===== src/rtl/turf_pkg.sv =====
// Shared constants and FSM state encoding for the territory ranking block.
package turf_pkg;

  localparam int unsigned COLOUR_W = 3;

  // Default player colours; 3'b000 is background and never owned
  localparam logic [COLOUR_W-1:0] COLOUR_P0 = 3'b001;
  localparam logic [COLOUR_W-1:0] COLOUR_P1 = 3'b010;
  localparam logic [COLOUR_W-1:0] COLOUR_P2 = 3'b100;
  localparam logic [COLOUR_W-1:0] COLOUR_P3 = 3'b110;

  // Default grid geometry (158 x 119 cells)
  localparam int unsigned GRID_X_W   = 8;
  localparam int unsigned GRID_Y_W   = 7;
  localparam int unsigned GRID_X_MAX = 157;
  localparam int unsigned GRID_Y_MAX = 118;

  typedef enum logic [2:0] {
    ST_IDLE  = 3'd0,
    ST_SCAN  = 3'd1,
    ST_DRAIN = 3'd2,
    ST_RANK  = 3'd3,
    ST_DONE  = 3'd4
  } state_e;

endpackage


===== src/rtl/territory_rank.sv =====
// Combinational stable ranking network: highest count first, ties to lower index.
module territory_rank #(
  parameter int unsigned NUM_PLAYERS = 4,
  parameter int unsigned CNT_W       = 16,
  parameter int unsigned ID_W        = 2
) (
  input  logic [NUM_PLAYERS*CNT_W-1:0] i_counts,
  output logic [NUM_PLAYERS*ID_W-1:0]  o_ordered_ids
);

  logic [CNT_W-1:0] w_cnt  [NUM_PLAYERS];
  logic [ID_W-1:0]  w_rank [NUM_PLAYERS];

  // Unpack the flat count bus into per-player entries
  always_comb begin
    for (int unsigned i = 0; i < NUM_PLAYERS; i++) begin
      w_cnt[i] = i_counts[i*CNT_W +: CNT_W];
    end
  end

  // Position of player i = number of players that beat it (strictly more, or equal with lower index)
  always_comb begin
    for (int unsigned i = 0; i < NUM_PLAYERS; i++) begin
      w_rank[i] = '0;
      for (int unsigned j = 0; j < NUM_PLAYERS; j++) begin
        if ((w_cnt[j] > w_cnt[i]) || ((w_cnt[j] == w_cnt[i]) && (j < i))) begin
          w_rank[i] = w_rank[i] + ID_W'(1);
        end
      end
    end
  end

  // Scatter each player id into the slot its rank selects
  always_comb begin
    o_ordered_ids = '0;
    for (int unsigned k = 0; k < NUM_PLAYERS; k++) begin
      for (int unsigned i = 0; i < NUM_PLAYERS; i++) begin
        if (w_rank[i] == ID_W'(k)) begin
          o_ordered_ids[k*ID_W +: ID_W] = ID_W'(i);
        end
      end
    end
  end

endmodule


===== src/rtl/territory_ranker.sv =====
// Scans a colour RAM, counts cells owned by each player and publishes a ranking.
module territory_ranker #(
  parameter int unsigned NUM_PLAYERS = 4,
  parameter int unsigned X_W         = turf_pkg::GRID_X_W,
  parameter int unsigned Y_W         = turf_pkg::GRID_Y_W,
  parameter int unsigned X_MAX       = turf_pkg::GRID_X_MAX,
  parameter int unsigned Y_MAX       = turf_pkg::GRID_Y_MAX,
  parameter int unsigned COLOUR_W    = turf_pkg::COLOUR_W,
  localparam int unsigned CNT_W      = X_W + Y_W + 1,
  localparam int unsigned ID_W       = $clog2(NUM_PLAYERS)
) (
  input  logic                            clock25,
  input  logic                            resetn,
  input  logic                            start,
  input  logic [NUM_PLAYERS*COLOUR_W-1:0] player_colours,
  output logic [X_W+Y_W-1:0]              rd_addr,
  input  logic [COLOUR_W-1:0]             rd_data,
  output logic                            busy,
  output logic                            done,
  output logic [NUM_PLAYERS*CNT_W-1:0]    counts,
  output logic [NUM_PLAYERS*ID_W-1:0]     ordered_ids,
  output logic [NUM_PLAYERS*COLOUR_W-1:0] ordered_colours
);

  // Identity ordering used as the reset value of ordered_ids
  function automatic logic [NUM_PLAYERS*ID_W-1:0] f_identity();
    logic [NUM_PLAYERS*ID_W-1:0] v_ids;
    v_ids = '0;
    for (int unsigned k = 0; k < NUM_PLAYERS; k++) begin
      v_ids[k*ID_W +: ID_W] = ID_W'(k);
    end
    return v_ids;
  endfunction

  localparam logic [NUM_PLAYERS*ID_W-1:0] IDS_RESET = f_identity();
  localparam logic [CNT_W-1:0]            CNT_SAT   = {CNT_W{1'b1}};

  turf_pkg::state_e r_state;
  turf_pkg::state_e w_state_nxt;

  logic [X_W-1:0]   r_x;
  logic [Y_W-1:0]   r_y;
  logic             r_addr_vld;
  logic             r_data_vld;
  logic [CNT_W-1:0] r_cnt [NUM_PLAYERS];

  logic                          w_last;
  logic                          w_clr;
  logic                          w_issue;
  logic                          w_publish;
  logic                          w_any;
  logic [NUM_PLAYERS-1:0]        w_credit;
  logic [NUM_PLAYERS*CNT_W-1:0]  w_cnt_flat;
  logic [NUM_PLAYERS*ID_W-1:0]   w_rank_ids;

  assign w_last = (r_x == X_W'(X_MAX)) && (r_y == Y_W'(Y_MAX));

  // State register
  always_ff @(posedge clock25 or negedge resetn) begin
    if (!resetn) begin
      r_state <= turf_pkg::ST_IDLE;
    end else begin
      r_state <= w_state_nxt;
    end
  end

  // Next-state logic; start outside IDLE is simply not looked at
  always_comb begin
    w_state_nxt = r_state;
    case (r_state)
      turf_pkg::ST_IDLE:  if (start) w_state_nxt = turf_pkg::ST_SCAN;
      turf_pkg::ST_SCAN:  if (w_last) w_state_nxt = turf_pkg::ST_DRAIN;
      turf_pkg::ST_DRAIN: w_state_nxt = turf_pkg::ST_RANK;
      turf_pkg::ST_RANK:  w_state_nxt = turf_pkg::ST_DONE;
      turf_pkg::ST_DONE:  w_state_nxt = turf_pkg::ST_IDLE;
      default:            w_state_nxt = turf_pkg::ST_IDLE;
    endcase
  end

  // FSM control strobes for the datapath
  always_comb begin
    w_clr     = 1'b0;
    w_issue   = 1'b0;
    w_publish = 1'b0;
    case (r_state)
      turf_pkg::ST_IDLE: w_clr     = start;
      turf_pkg::ST_SCAN: w_issue   = 1'b1;
      turf_pkg::ST_DONE: w_publish = 1'b1;
      default: ;
    endcase
  end

  // Address generator: x inner loop, y outer loop, rd_addr frozen outside SCAN
  always_ff @(posedge clock25 or negedge resetn) begin
    if (!resetn) begin
      r_x        <= '0;
      r_y        <= '0;
      rd_addr    <= '0;
      r_addr_vld <= 1'b0;
      r_data_vld <= 1'b0;
    end else begin
      r_addr_vld <= w_issue;
      r_data_vld <= r_addr_vld;
      if (w_clr) begin
        r_x <= '0;
        r_y <= '0;
      end else if (w_issue) begin
        rd_addr <= {r_x, r_y};
        if (r_x == X_W'(X_MAX)) begin
          r_x <= '0;
          r_y <= r_y + Y_W'(1);
        end else begin
          r_x <= r_x + X_W'(1);
        end
      end
    end
  end

  // Credit a cell to the lowest-indexed player whose colour matches
  always_comb begin
    w_credit = '0;
    w_any    = 1'b0;
    for (int unsigned i = 0; i < NUM_PLAYERS; i++) begin
      if (!w_any && (player_colours[i*COLOUR_W +: COLOUR_W] == rd_data)) begin
        w_credit[i] = 1'b1;
        w_any       = 1'b1;
      end
    end
  end

  // Saturating per-player cell counters
  always_ff @(posedge clock25 or negedge resetn) begin
    if (!resetn) begin
      for (int unsigned i = 0; i < NUM_PLAYERS; i++) r_cnt[i] <= '0;
    end else if (w_clr) begin
      for (int unsigned i = 0; i < NUM_PLAYERS; i++) r_cnt[i] <= '0;
    end else if (r_data_vld) begin
      for (int unsigned i = 0; i < NUM_PLAYERS; i++) begin
        if (w_credit[i] && (r_cnt[i] != CNT_SAT)) begin
          r_cnt[i] <= r_cnt[i] + CNT_W'(1);
        end
      end
    end
  end

  // Flatten counters for the rank network and the published counts
  always_comb begin
    for (int unsigned i = 0; i < NUM_PLAYERS; i++) begin
      w_cnt_flat[i*CNT_W +: CNT_W] = r_cnt[i];
    end
  end

  territory_rank #(
    .NUM_PLAYERS (NUM_PLAYERS),
    .CNT_W       (CNT_W),
    .ID_W        (ID_W)
  ) u_rank (
    .i_counts      (w_cnt_flat),
    .o_ordered_ids (w_rank_ids)
  );

  // Status flags and result registers; results change only when leaving DONE
  always_ff @(posedge clock25 or negedge resetn) begin
    if (!resetn) begin
      busy        <= 1'b0;
      done        <= 1'b0;
      counts      <= '0;
      ordered_ids <= IDS_RESET;
    end else begin
      busy <= (w_state_nxt != turf_pkg::ST_IDLE);
      done <= w_publish;
      if (w_publish) begin
        counts      <= w_cnt_flat;
        ordered_ids <= w_rank_ids;
      end
    end
  end

  // Colours follow the registered ids; player_colours is static, so this holds with them
  always_comb begin
    ordered_colours = '0;
    for (int unsigned k = 0; k < NUM_PLAYERS; k++) begin
      for (int unsigned i = 0; i < NUM_PLAYERS; i++) begin
        if (ordered_ids[k*ID_W +: ID_W] == ID_W'(i)) begin
          ordered_colours[k*COLOUR_W +: COLOUR_W] = player_colours[i*COLOUR_W +: COLOUR_W];
        end
      end
    end
  end

endmodule


===== config.mk =====
export PLATFORM = sky130hd
export DESIGN_NAME = territory_ranker
export DESIGN_NICKNAME = d
export VERILOG_FILES = /design/src/rtl/turf_pkg.sv /design/src/rtl/territory_rank.sv /design/src/rtl/territory_ranker.sv
export SDC_FILE = /design/constraint.sdc
export NUM_CORES = 1
export LEC_CHECK = 0
export CAP_MARGIN = 5
export CORE_ASPECT_RATIO = 0.6
export CORE_MARGIN = 4
export CORE_UTILIZATION = 57
export DETAILED_ROUTE_END_ITERATION = 10
export GPL_TIMING_DRIVEN = 0
export PLACE_DENSITY = 0.79
export SYNTH_ARGS = -nofsm -noshare
export SYNTH_HDL_FRONTEND = slang
export SYNTH_SLANG_ARGS = --single-unit

===== constraint.sdc =====
create_clock -name clock25 -period 4.27 [get_ports clock25]
set_input_delay 0.854 -clock clock25 [delete_from_list [all_inputs] [get_ports clock25]]
set_output_delay 0.854 -clock clock25 [all_outputs]
set_load 0.01 [all_outputs]

Word-level counts from Yosys, hierarchy flattened
Cells that the tools add are included.

cells by class
  add/sub/neg operators = 15
  order comparisons = 12
  reductions and logical operators = 39
  mux-type cells = 64
  bitwise gates (word level) = 1
  equal/unequal tests = 41

operators by type and width
  operator                                                                count
  16-bit > comparator                                                     12
  64-bit two-way mux                                                      2
  16-bit equality test                                                    6
  16-bit by 1-bit adder with 16-bit output (second input constant)        4
  16-bit two-way mux                                                      4
  16-bit inequality test (second input constant)                          4
  3-bit two-way mux                                                       18
  2-bit two-way mux                                                       17
  2-bit equality test (second input constant)                             14
  8-bit two-way mux                                                       3
  7-bit two-way mux                                                       3
  1-bit two-way mux                                                       16
  2-bit by 1-bit equality test with 1-bit output (second input constant)  7
  2-bit logical NOT                                                       7
  2-bit nonzero test                                                      7
  2-bit by 1-bit adder with 2-bit output (second input constant)          6
  3-bit equality test                                                     4
  3-bit case mux with 4 select lines                                      1
  2-bit AND reduction                                                     6
  8-bit by 1-bit adder with 8-bit output (second input constant)          1
  8-bit equality test (second input constant)                             1
  1-bit logical AND                                                       8
  7-bit by 1-bit adder with 7-bit output (second input constant)          1
  7-bit equality test (second input constant)                             1
  other kinds (9)                                                         19

storage, ports and cells
  output and inout port bits = 101
  register bits after elaboration = 173
  input port bits = 18
  logic and storage cells = 186

Depth between registers and ports, before layout
  depth in word-level cells = 15
  mapped depth = 14
  depth with buffers taken out = 14

Hierarchy
A second synthesis with hierarchy kept.

second synthesis, totals
  cell total of the unflattened synthesis = 1078
  area, all modules = 10895.4 um2

modules (own cells, without submodules)
  module            area an instance (um2)  seq. area each (um2)  cells an instance  instances
  territory_ranker  8134.1                  4334.2                728                1
  territory_rank    2761.4                  0.0                   350                1

Least setup slack after synthesis
Ideal clock, no wire load.

  path kind = flip-flop to flip-flop
  start = register r_cnt[32] (netlist name)
  end = register ordered_ids[4]
  path buffers = 0
  data required time = 4.188 ns
  stages on the path, launching flop included = 14
  path slack = 0.999 ns
  data arrival time = 3.189 ns
  library setup time = 0.082 ns
  cells stage by stage = dfrtp_1 -> ha_1 -> nand2b_1 -> a21o_1 -> a21o_1 -> a21o_1 -> a21o_1 -> a2111oi_0 -> o21ai_0 -> ha_1 -> nor2b_1 -> o21ai_0 -> a221o_1 -> a31oi_1

on the way
  word-level cells in the longest chain between the ends = 13

ends and longest elaborated chain
  item                                                         RTL line                 text
  start, declared                                              territory_ranker.sv:45   logic [CNT_W-1:0] r_cnt [NUM_PLAYERS];
  start signal, assigned by index                              territory_ranker.sv:140  r_cnt[i] <= r_cnt[i] + CNT_W'(1);
  16-bit > comparator or 16-bit equality test (tied branches)  territory_rank.sv:26     if ((w_cnt[j] > w_cnt[i]) || ((w_cnt[j] == w_cnt[i]) && (j < i))) begin
  1-bit logical OR                                             territory_rank.sv:26
  1-bit two-way mux                                            territory_rank.sv:26
  1-bit by 1-bit adder with 2-bit output                       territory_rank.sv:27     w_rank[i] = w_rank[i] + ID_W'(1);
  2-bit two-way mux                                            territory_rank.sv:26
  2-bit by 1-bit adder with 2-bit output                       territory_rank.sv:27
  2-bit two-way mux                                            territory_rank.sv:26
  2-bit by 1-bit adder with 2-bit output                       territory_rank.sv:27
  2-bit two-way mux                                            territory_rank.sv:26
  2-bit equality test                                          territory_rank.sv:38     if (w_rank[i] == ID_W'(k)) begin
  1-bit two-way mux                                            territory_rank.sv:38
  2-bit two-way mux                                            territory_rank.sv:38
  2-bit two-way mux *                                          territory_rank.sv:38
  end signal, assigned                                         territory_ranker.sv:174  ordered_ids <= w_rank_ids;
  end, declared                                                territory_ranker.sv:21   output logic [NUM_PLAYERS*ID_W-1:0] ordered_ids,

Every way passes the cells marked *; elsewhere a longest branch is shown, timed or not.
A chain may end at the register's enable or synchronous reset.

Final worst setup path
  start = register r_cnt[48] (netlist name)
  end = register ordered_ids[4]

The elaborated chain is that of the path after synthesis.

==> qor.tcl <==
set qor(classification_of_the_worst_setup_path) {register to register}
set qor(cp_slowest_stage_delay_ns) 0.76
set qor(worstReg2RegEnd) {ordered_ids[4]}
set qor(die-height_um) 113
set qor(synth-edff-count) 0
set qor(drt_first_pass_iters) 5
set qor(initial_core_util) 0.582
set qor(chipWidth_um) 184
set qor(critical_path.max_fanout) 7
set qor(worstSetupStartpointType) {register}
set qor(holdPathEnd) {r_data_vld}
set qor(antenna_found_initial) 0
set qor(grt_setup_unrepaired) {false}
set qor(core.rowCount) 38
set qor(cp_common_cell) {a21o_1}
set qor(area_delta_synth_final_pct) 19.9
set qor(place.gp.congestion) 0.926
set qor(min-delay-start) {r_addr_vld}
set qor(vias) 8623
set qor(cts_buffer_depth) 2
set qor(post_synth.cell_area_avg_sq_um) 10.3
set qor(hold_violations) 0
set qor(placement.setup.worst_slack_ns) 0.272
set qor(grt_pass1_wl_um) 46200
set qor(leftover_overflow_at_the_end_of_global_routing) 0
set qor(hold_ws_ns) 0.350
set qor(postLayoutSetupSlackWorst_ns) 0.240
set qor(place.port_buffers) 116
set qor(reg2reg_depth) 14
set qor(setup_viol_count_final) 0
set qor(cap_violations) 0
set qor(finClkSkew_ns) 0.0146
set qor(finalWorstPathRequiredPeriod_ns) 4.03
set qor(finalCoreUtilization) 0.698
set qor(drt-vias-per-instance) 6.10
set qor(timing.max_slew.rel_slack) 0.375
set qor(cts_resized) 0
set qor(cts_hold_repair.buffers) 0
set qor(synth.largest_area_cell) {dfrtp_1}
set qor(syn_nets) 1157
set qor(grt_max_degree) 92
set qor(max_slew.worst_pin.slew_ns) 0.925
set qor(placed_cells) 1380
set qor(drt-initial-drc-count) 889
set qor(post_drt_wl_per_cell_um) 20.1
set qor(drt_drc_violations_left) 0
set qor(totalWireLength_um) 28400
set qor(leakage_nw) 5.78
set qor(pwrdens_mw_per_mm2) 390
set qor(vdd_ir_drop_max_v) 0.000299
set qor(final.setup.tns_ns) 0
set qor(synth_top_area_frac) 0.401
set qor(run_status) {finished clean}
set qor(final_cells) 1413
set qor(yosysWarningCount) 0
set qor(nFillCells) 1348
set qor(post-cts-setup-buffers) 0
set qor(post_route_cells_drive_above_1_share) 0.113
set qor(cts_buf_count) 17
set qor(postSynthRegisterBits) 173
set qor(timing.critical_path.required_ns) 4.63
set qor(r2r-start) {r_cnt[48]}
set qor(dieArea_sq_mm) 0.0208
set qor(synthTopCellsByArea) {dfrtp_1 40%, ha_1 14%, mux2_2 6.9%, xnor2_1 4.3%, nor2_1 3.5%}
set qor(crit_path_cell_trace) {inv_1 > ha_1 > nand2b_1 > a21o_1 > a21o_1 > a21o_1 > a21o_1 > a2111oi_0 > o21a_1 > ha_1 > inv_1 > nor2_1 > a221o_1 > a31oi_1}
set qor(clk_pin_slew_worst_paths_ns) 0.08
set qor(ctsHtreeMaxLevel) 4
set qor(r2r_slack_ns) 0.24
set qor(timing.hold.worst_path_depth) 0
set qor(cts_tree) {done}
set qor(insertion_delay_ns) 0.44
set qor(slew_violations) 0
set qor(hold_path.class) {register to register}
set qor(synthDistinctLibCells) 61
set qor(fp.coreArea_sq_mm) 0.0181
set qor(launch_point_of_the_critical_path) {r_cnt[48]}
set qor(cp.arrival_ns) 4.39
set qor(number_of_nets_in_the_finished_design) 1294
set qor(async_flop_share) 1.00
set qor(syn_inst) 1023
set qor(finalPower_mw) 4.93
set qor(count_of_antenna_diodes_in_the_layout) 0
set qor(finalCritPeriodShare) 0.944
set qor(non_filler_cell_area_final_sq_mm) 0.0126
set qor(cts.root.buffer_cell) {clkbuf_16}
set qor(crit_slowest_cell) {a2111oi_0}
set qor(ys_seq_area_frac) 0.411
set qor(synth_most_common_cell) {dfrtp_1}
set qor(drt.antenna.violating_nets) 0
set qor(hpwl_um) 21400
set qor(synth_common_cells) {169 x dfrtp_1, 116 x ha_1, 99 x nor2_1}
set qor(io_pins) 119
set qor(detailed_place.area_sq_mm) 0.0120
set qor(cts.sinks) 173
set qor(number_of_global_route_vias_before_repair) 8541
set qor(maxClockFrequency_mhz) 248
set qor(synth-main-ff-cell) {dfrtp_1}
set qor(global_route.usage.total) 0.281
set qor(synth_area_sq_mm) 0.0105
set qor(timing.critical_path.to_type) {register}
## worst max path at each step
| stage | end | slack (ns) | depth (start not counted) |
|---|---|---|---|
| 6_report | ordered_ids[4] | 0.24 | 14 |
| 5_1_grt | ordered_ids[4] | 0.10 | 14 |
| 4_1_cts | ordered_ids[6] | 0.21 | 13 |
| 3_5_place_dp | ordered_ids[4] | 0.27 | 14 |
| 3_3_place_gp | counts[11] | -4.67 | 1 |
| 2_1_floorplan | ordered_ids[4] | 1.0 | 13 |
## worst max-delay path, delay by kind of cell, from the launching register on
| kind | cells | cell delay, ns |
|---|---|---|
| compound gates | 8 | 2.26 |
| fa+ha+maj | 2 | 0.63 |
| flops | 1 | 0.47 |
| buf+inv | 2 | 0.35 |
| simple gates | 2 | 0.22 |
## sequential cells by signal, summed over array words and instances (netlist names)
signal / flops
rd_addr: 15
ordered_ids: 8
counts: 64
r_cnt: 64
r_state: 3
r_y: 7
r_addr_vld: 1
busy: 1
r_data_vld: 1
done: 1
r_x: 8
## cell usage in the layout, fill, tap and decap left out, types with 11 or more instances in the layout
cell type / count
mux2_2: 65
nor3_1: 19
a21oi_1: 38
nand2_1: 88
inv_1: 64
xor2_1: 22
dfrtp_1: 169
xnor2_1: 52
and4_1: 11
nand3_1: 27
nand4_1: 27
mux4_2: 12
clkbuf_1: 22
clkbuf_16: 17
o21ai_0: 29
nor2_1: 99
ha_1: 116
clkdlybuf4s50_1: 115
a21o_1: 27
## cell type report
class                           instances  area (sq um)  share of cell area
Inverter                               64           240              0.0190
Clock buffer                           18           429              0.0340
Clock inverter                         14           165              0.0131
Tap cell                              240           300              0.0238
Multi-Input combinational cell        758          5840               0.462
Timing Repair Buffer                  118          1200              0.0948
Buffer                                 28           131              0.0104
Sequential cell                       173          4330               0.343
## where the power goes
part | switching (mW) | total, mW | internal, mW
clock | 0.776 | 1.57 | 0.792
combinational | 0.768 | 1.36 | 0.595
sequential | 0.262 | 2.00 | 1.74
## logic make-up after synthesis
| kind of cell | synth area share |
|---|---|
| AOI/OAI and AO/OA | 0.0961 |
| DFF | 0.411 |
| buffers and inverters | 0.0352 |
| xor gates and xnor gates | 0.0615 |
| adders and majority gates | 0.138 |
| and+or+nand+nor | 0.158 |
| muxes | 0.101 |
## routing by layer
metal | up-vias | track usage | wire length [um]
met1 | 4200 | 0.432 | 13300
li1 | 3941 | - | -
met3 | 50 | 0.0665 | 3000
met4 | 0 | 0.0813 | 559
met5 | - | 0 | 0
met2 | 432 | 0.393 | 11500
(Power assumes the default switching activity.)
